$ cat config.mk
export PLATFORM = sky130hd
export DESIGN_NAME = i281_clock_controller
export DESIGN_NICKNAME = d
export VERILOG_FILES = /design/src/rtl/i281_clock_controller.sv
export SDC_FILE = /design/constraint.sdc
export NUM_CORES = 1
export LEC_CHECK = 0
export ABC_AREA = 1
export BUFFER_PORTS_ARGS = -buffer_cell sky130_fd_sc_hd__buf_4
export CAP_MARGIN = 0
export CORE_UTILIZATION = 37
export CTS_CLUSTER_DIAMETER = 30
export CTS_CLUSTER_SIZE = 28
export DETAILED_ROUTE_END_ITERATION = 6
export PLACE_DENSITY_LB_ADDON = 0.05
export REMOVE_ABC_BUFFERS = 1
export SYNTH_ARGS = -nofsm -noshare
export SYNTH_HDL_FRONTEND = slang
export SYNTH_SLANG_ARGS = --single-unit
$ cat constraint.sdc
create_clock -name CLK_IN -period 1.9 [get_ports CLK_IN]
set_input_delay 0.095 -clock CLK_IN [delete_from_list [all_inputs] [get_ports CLK_IN]]
set_output_delay 0.095 -clock CLK_IN [all_outputs]
set_load 0.02 [all_outputs]
$ cat src/rtl/i281_clock_controller.sv
// i281 CPU clock-enable sequencer: free-run divider, debounced single-step and latched halt.
// The CPU stays on CLK_IN and advances only on the one-cycle CPU_EN pulse.
module i281_clock_controller #(
   parameter int DIV_BITS      = 9,
   parameter int DEBOUNCE_BITS = 4
) (
   input  logic        CLK_IN,
   input  logic        RESET,
   input  logic        MODE_RUN,
   input  logic [1:0]  RATE_SEL,
   input  logic        STEP_BTN,
   input  logic        HALT_REQ,
   input  logic        CLEAR_HALT,
   output logic        CPU_EN,
   output logic [1:0]  STATE,
   output logic [15:0] CYCLE_COUNT
);

   typedef enum logic [1:0] {
      ST_IDLE      = 2'b00,
      ST_RUN       = 2'b01,
      ST_STEP_WAIT = 2'b10,
      ST_HALTED    = 2'b11
   } state_t;

   state_t                   state_q, state_d;
   logic [DIV_BITS-1:0]      div_q, div_d;
   logic [DIV_BITS-1:0]      tap_mask;
   logic                     cpu_en_q, cpu_en_d;
   logic [15:0]              cycle_count_q, cycle_count_d;
   logic                     sync1_q, sync1_d;
   logic                     sync2_q, sync2_d;
   logic                     db_level_q, db_level_d;
   logic                     db_prev_q, db_prev_d;
   logic                     step_evt_q, step_evt_d;
   logic [DEBOUNCE_BITS-1:0] db_cnt_q, db_cnt_d;

   // Button conditioning: 2-FF synchronizer, stability counter, registered rising-edge event.
   always_comb begin
      sync1_d    = STEP_BTN;
      sync2_d    = sync1_q;
      db_level_d = db_level_q;
      db_cnt_d   = '0;
      if (sync2_q != db_level_q) begin
         if (db_cnt_q == '1) begin
            db_level_d = ~db_level_q;
         end else begin
            db_cnt_d = db_cnt_q + 1'b1;
         end
      end
      db_prev_d  = db_level_q;
      step_evt_d = db_level_q & ~db_prev_q;
   end

   // NOTE: every variable gets a default before the case so no path leaves it unassigned (no latch).
   always_comb begin
      state_d  = state_q;
      div_d    = div_q;
      cpu_en_d = 1'b0;
      // tap+1 low bits set, i.e. DIV_BITS - 2*RATE_SEL ones
      tap_mask = {DIV_BITS{1'b1}} >> {RATE_SEL, 1'b0};
      case (state_q)
         ST_IDLE: begin
            if (HALT_REQ) begin
               state_d = ST_HALTED;
            end else if (MODE_RUN) begin
               state_d = ST_RUN;
               div_d   = '0;
            end else if (step_evt_q) begin
               cpu_en_d = 1'b1;
               state_d  = ST_STEP_WAIT;
            end
         end
         ST_RUN: begin
            if (HALT_REQ) begin
               state_d = ST_HALTED;
            end else if (!MODE_RUN) begin
               state_d = ST_IDLE;
            end else begin
               div_d    = div_q + 1'b1;
               cpu_en_d = &(div_q | ~tap_mask);
            end
         end
         ST_STEP_WAIT: begin
            if (HALT_REQ) begin
               state_d = ST_HALTED;
            end else if (!db_level_q) begin
               state_d = ST_IDLE;
            end
         end
         ST_HALTED: begin
            if (CLEAR_HALT) begin
               state_d = ST_IDLE;
            end
         end
         default: state_d = ST_IDLE;
      endcase
      cycle_count_d = cycle_count_q + {15'd0, cpu_en_d};
   end

   // NOTE: sequential state uses non-blocking assignments so all flops update from pre-edge values.
   // NOTE: reset is synchronous and clears every flop, including the divider and debounce counters.
   always_ff @(posedge CLK_IN) begin
      if (RESET) begin
         state_q       <= ST_IDLE;
         div_q         <= '0;
         cpu_en_q      <= 1'b0;
         cycle_count_q <= '0;
         sync1_q       <= 1'b0;
         sync2_q       <= 1'b0;
         db_level_q    <= 1'b0;
         db_prev_q     <= 1'b0;
         step_evt_q    <= 1'b0;
         db_cnt_q      <= '0;
      end else begin
         state_q       <= state_d;
         div_q         <= div_d;
         cpu_en_q      <= cpu_en_d;
         cycle_count_q <= cycle_count_d;
         sync1_q       <= sync1_d;
         sync2_q       <= sync2_d;
         db_level_q    <= db_level_d;
         db_prev_q     <= db_prev_d;
         step_evt_q    <= step_evt_d;
         db_cnt_q      <= db_cnt_d;
      end
   end

   assign CPU_EN      = cpu_en_q;
   assign STATE       = state_q;
   assign CYCLE_COUNT = cycle_count_q;

endmodule

# After elaboration in Yosys (flattened, before gate mapping)
# Cells that the tools add are included.
# word_totals
reg_bits	37
out_inout_bits	19
# classes
add_sub_neg	3
eq_ne	13
shift	1
mux	20
bitwise_logic	6
n_reduce_logical	7
# op_table
op	count
$mux 9	4
$pmux 9 s2	1
$add 16x1->16	1
$mux 2	8
$ne 2x2->1 const B	5
$add 9x1->9 const B	1
$not 9->9	1
$or 9x9->9	1
$reduce_and 9->1	1
$shr 9x3->9 const A	1
$pmux 2 s4	1
$ne 3x3->1 const B	2
$mux 1	5
$reduce_and 5->1	1
$add 4x1->4 const B	1
$eq 2x2->1 const B	2
$eq 4x4->1 const B	1
$ne 4x4->1 const B	1
$reduce_and 4->1	1
$not 1->1	3
$reduce_or 3->1	1
$eq 2x1->1 const B	1
$logic_not 2->1	1
$pmux 1 s2	1
4 further kinds	4

# Depth between registers and ports, before layout
# logic_depth
ltp_word	8
depth_mapped	15
mapped_depth_nobuf	15

# Worst setup path after synthesis
# Ideal clock, no wire load.
# synth_path
kind	reg-to-reg
start	register state_q[0], in the netlist STATE[0]
end	register cycle_count_q[8], in the netlist CYCLE_COUNT[8]
setup_ns	0.071
t_arrival_ns	2.016
t_required_ns	1.829
path_slack_ns	-0.187
stages_incl_launch_ff	13
synth_period_minus_slack_ns	2.087
cell_sequence	dfxtp_1 ha_1 nand3_1 inv_2 nand3_1 nand2_1 ha_1 ha_1 nand2_2 nor2_4 nand2_1 or2_0 a21oi_1
# synth_between
elab_chain_cells	3
elab_cells_between_ends	4
# synth_lines
element	line_no	source
from (decl)	26	state_t state_q, state_d;
from (signal assigned)	116	state_q <= state_d;
$eq 2x1->1 or $logic_not 2->1 (tied branches)	62	case (state_q)
$pmux 1 s2 *	62	
net cpu_en_d	29	logic cpu_en_q, cpu_en_d;
$add 16x1->16 *	98	cycle_count_d = cycle_count_q + {15'd0, cpu_en_d};
to (signal assigned)	119	cycle_count_q <= cycle_count_d;
to (decl)	30	logic [15:0] cycle_count_q, cycle_count_d;
# Mark *: on every way through the listed nets, which the timed path passes. The rest lies on a longest branch.
# A chain may end at the register's enable or synchronous reset.

# Final worst setup path
# layout_path
start	register state_q[1], in the netlist STATE[1]
end	register cycle_count_q[8], in the netlist CYCLE_COUNT[8]
# Same word-level chain as after synthesis.

==> flow_metrics.env <==
export IMPL_post_drt_wl_per_cell_um=10.5
export IMPL_clk_latency_ns=0.28
export IMPL_cap_violations=0
export IMPL_syn_avg_cell_area_um2=6.69
export IMPL_relSlewSlack=0.739
export IMPL_die_w_um=72.5
export IMPL_start_util=0.387
export IMPL_antenna_found_initial=0
export IMPL_skew_ns=0.00636
export IMPL_drc=0
export IMPL_hold_class="primary input to flip-flop"
export IMPL_area_delta_synth_final_pct=34.5
export IMPL_path_cells="inv_4 > ha_4 > nand3_4 > inv_2 > nand3_2 > nand2_2 > ha_4 > ha_4 > nand2_4 > nor2_4 > nand2_2 > or2_0 > a21oi_1"
export IMPL_path_class="flip-flop to flip-flop"
export IMPL_total_power_mw=1.81
export IMPL_cts_buffers=5
export IMPL_min_period_ns=1.84
export IMPL_final_setup_viol_count=0
export IMPL_cts_tree="yes"
export IMPL_cp_common_cell="ha_4"
export IMPL_hpwlAfterDp_um=2930
export IMPL_synthTopCellsByArea="dfxtp_1 40%, nand2_1 14%, inv_1 9.2%, nor2_1 8.2%, ha_1 6.1%"
export IMPL_core_area_um2=4750
export IMPL_leakagePower_nw=1.13
export IMPL_cts_sinks=37
export IMPL_totalWireLength_um=4110
export IMPL_mostFrequentLayoutCell="nand2_1"
export IMPL_cp_end_kind="flip-flop"
export IMPL_cts_hold_buf=0
export IMPL_port_buffers=26
export IMPL_cp_required_ns=2.12
export IMPL_vias_per_cell=4.52
export IMPL_cp_max_fo=5
export IMPL_crit_start="STATE[1]$_SDFFE_PP0P_"
export IMPL_clk_pin_slew_ns=0.07
export IMPL_synth_area_leader_cell="dfxtp_1"
export IMPL_finalMaxSlewViolations=0
export IMPL_fin_ws_ns=0.0584
export IMPL_num_fill_cells=499
export IMPL_hp_start="STEP_BTN"
export IMPL_reg2reg_from="STATE[1]$_SDFFE_PP0P_"
export IMPL_ir_worst_vdd_mv=0.532
export IMPL_place_congestion=0.795
export IMPL_final_hold_violation_count=0
export IMPL_die_area_um2=5260
export IMPL_htree_levels=2
export IMPL_grt_max_degree=25
export IMPL_fin_nets=341
export IMPL_cp_num_buf_inv=2
export IMPL_multiInputGateArea_um2=1050
export IMPL_firstDrtPassIters=4
export IMPL_ys_warn_count=0
export IMPL_worst_path_max_delay_cell="dfxtp_2"
export IMPL_rsz0062_at_grt="true"
export IMPL_die_y_um=72.5
export IMPL_grt_pass1_wl_um=6840
export IMPL_diodes=0
export IMPL_yosys_area_top_type_share=0.402
export IMPL_grt_pass1_vias=1631
export IMPL_finalCritPeriodShare=0.969
export IMPL_arrival_ns=2.06
export IMPL_synthDistinctLibCells=23
export IMPL_tightest_slew_ns=0.391
export IMPL_root_buffer="clkbuf_8"
export IMPL_overflow=0
export IMPL_startpoint_type="flip-flop"
export IMPL_ys_seq_area_frac=0.402
export IMPL_status="complete, no violations"
export IMPL_fmax_mhz=543
export IMPL_path_delay_family="simple AND/OR/NAND/NOR gates"
export IMPL_grt_use_total=0.170
export IMPL_ys_seq_elements=37
export IMPL_regArea_um2=746
export IMPL_io_pin_count=27
export IMPL_num_rows=25
export IMPL_dp_slack_ns=-0.113
export IMPL_syn_cell_area_um2=1840
export IMPL_netlist_instances=275
export IMPL_mostFrequentLayoutCells="65 x nand2_1, 45 x buf_4, 42 x inv_1, 37 x nor2_1, 33 x dfxtp_1"
export IMPL_via_count=1770
export IMPL_drt_iter0_drc=46
export IMPL_drive_gt1_frac=0.255
export IMPL_cellPowerDensity_nw_per_um2=733
export IMPL_fin_util=0.521
export IMPL_final_antenna_net_count=0
export IMPL_cts_buffer_depth=2
export IMPL_slowest_delay_ns=0.34
[sequential cells by signal (all words and copies together) (netlist names), 2 cells and up]
signal       cells
CYCLE_COUNT     16
STATE            2
div_q            9
db_cnt_q         4
[where the power goes]
group / switching [mW] / internal, mW / total, mW
registers: 0.0292 / 0.805 / 0.834
logic: 0.247 / 0.210 / 0.456
clock network: 0.269 / 0.254 / 0.523
total: 0.545 / 1.27 / 1.81
[cells by family (layout without fill, tap and decap cells)]
logic type,after synthesis,count (layout),synth area share
buf+inv,49,99,0.101
flops,37,37,0.402
fa+ha+maj,9,9,0.0612
compound gates,37,37,0.105
xor+xnor,3,3,0.0143
simple gates,140,140,0.317
[synth_stat cells]
master,n
a21oi_1,20
buf_2,1
clkbuf_1,2
dfxtp_1,37
ha_1,9
inv_1,45
inv_2,1
nand2_1,68
nand2_2,2
nand3_1,18
nand4_1,3
nor2_1,40
nor2_2,1
nor2_4,1
nor3_1,5
nor3b_1,1
o211ai_1,1
o21a_1,1
o21ai_0,14
o21bai_1,1
or2_0,1
xnor2_1,1
xor2_1,2
[worst min-delay path, delay by kind of cell]
family / cells / cell delay (ns)
and+or+nand+nor: 1 / 0.06
buffers and inverters: 2 / 0.10
[layout make-up]
| cell class | count | share of cell area |
|---|---|---|
| Clock buffer | 6 | 0.0293 |
| Multi-Input combinational cell | 189 | 0.424 |
| Clock inverter | 2 | 0.00404 |
| Sequential cell | 37 | 0.301 |
| Inverter | 46 | 0.0708 |
| Tap cell | 67 | 0.0339 |
| Timing Repair Buffer | 45 | 0.137 |
[metal layers]
layer	up-vias	GRT usage	share of wire
met4	0	0.0632	0.013
met1	765	0.193	0.47
met3	5	0.0431	0.044
met2	40	0.304	0.47
li1	960	-	-
met5	-	0	0
[path summary, 6_finish.rpt]
kind | endpoint | slack [ns] | cells past startpoint
max reg2reg | CYCLE_COUNT[8]$_SDFF_PP0_ | 0.06 | 13
min reg2reg | sync2_q$_SDFF_PP0_ | 0.40 | 2
max | CYCLE_COUNT[8]$_SDFF_PP0_ | 0.06 | 13
min | sync1_q$_SDFF_PP0_ | 0.01 | 3
[stage by stage]
step,std cells,hold WS [ns],setup TNS (ns),area [um2]
2_1_floorplan,272,0.164,-0.849,1830
3_3_place_gp,381,0.296,-0.115,2230
3_5_place_dp,381,0.305,-0.361,2230
4_1_cts,390,0.00491,0,2400
5_1_grt,392,0.0273,-0.184,2470
6_report,392,0.0140,0,2470
[repair_timing]
action	CTS	global route
pin swaps	4	8
setup endpoints to repair	5	10
resized for setup	23	13
setup buffers	1	2
hold endpoints to repair	0	0
Power figures use the tool's default switching activity.
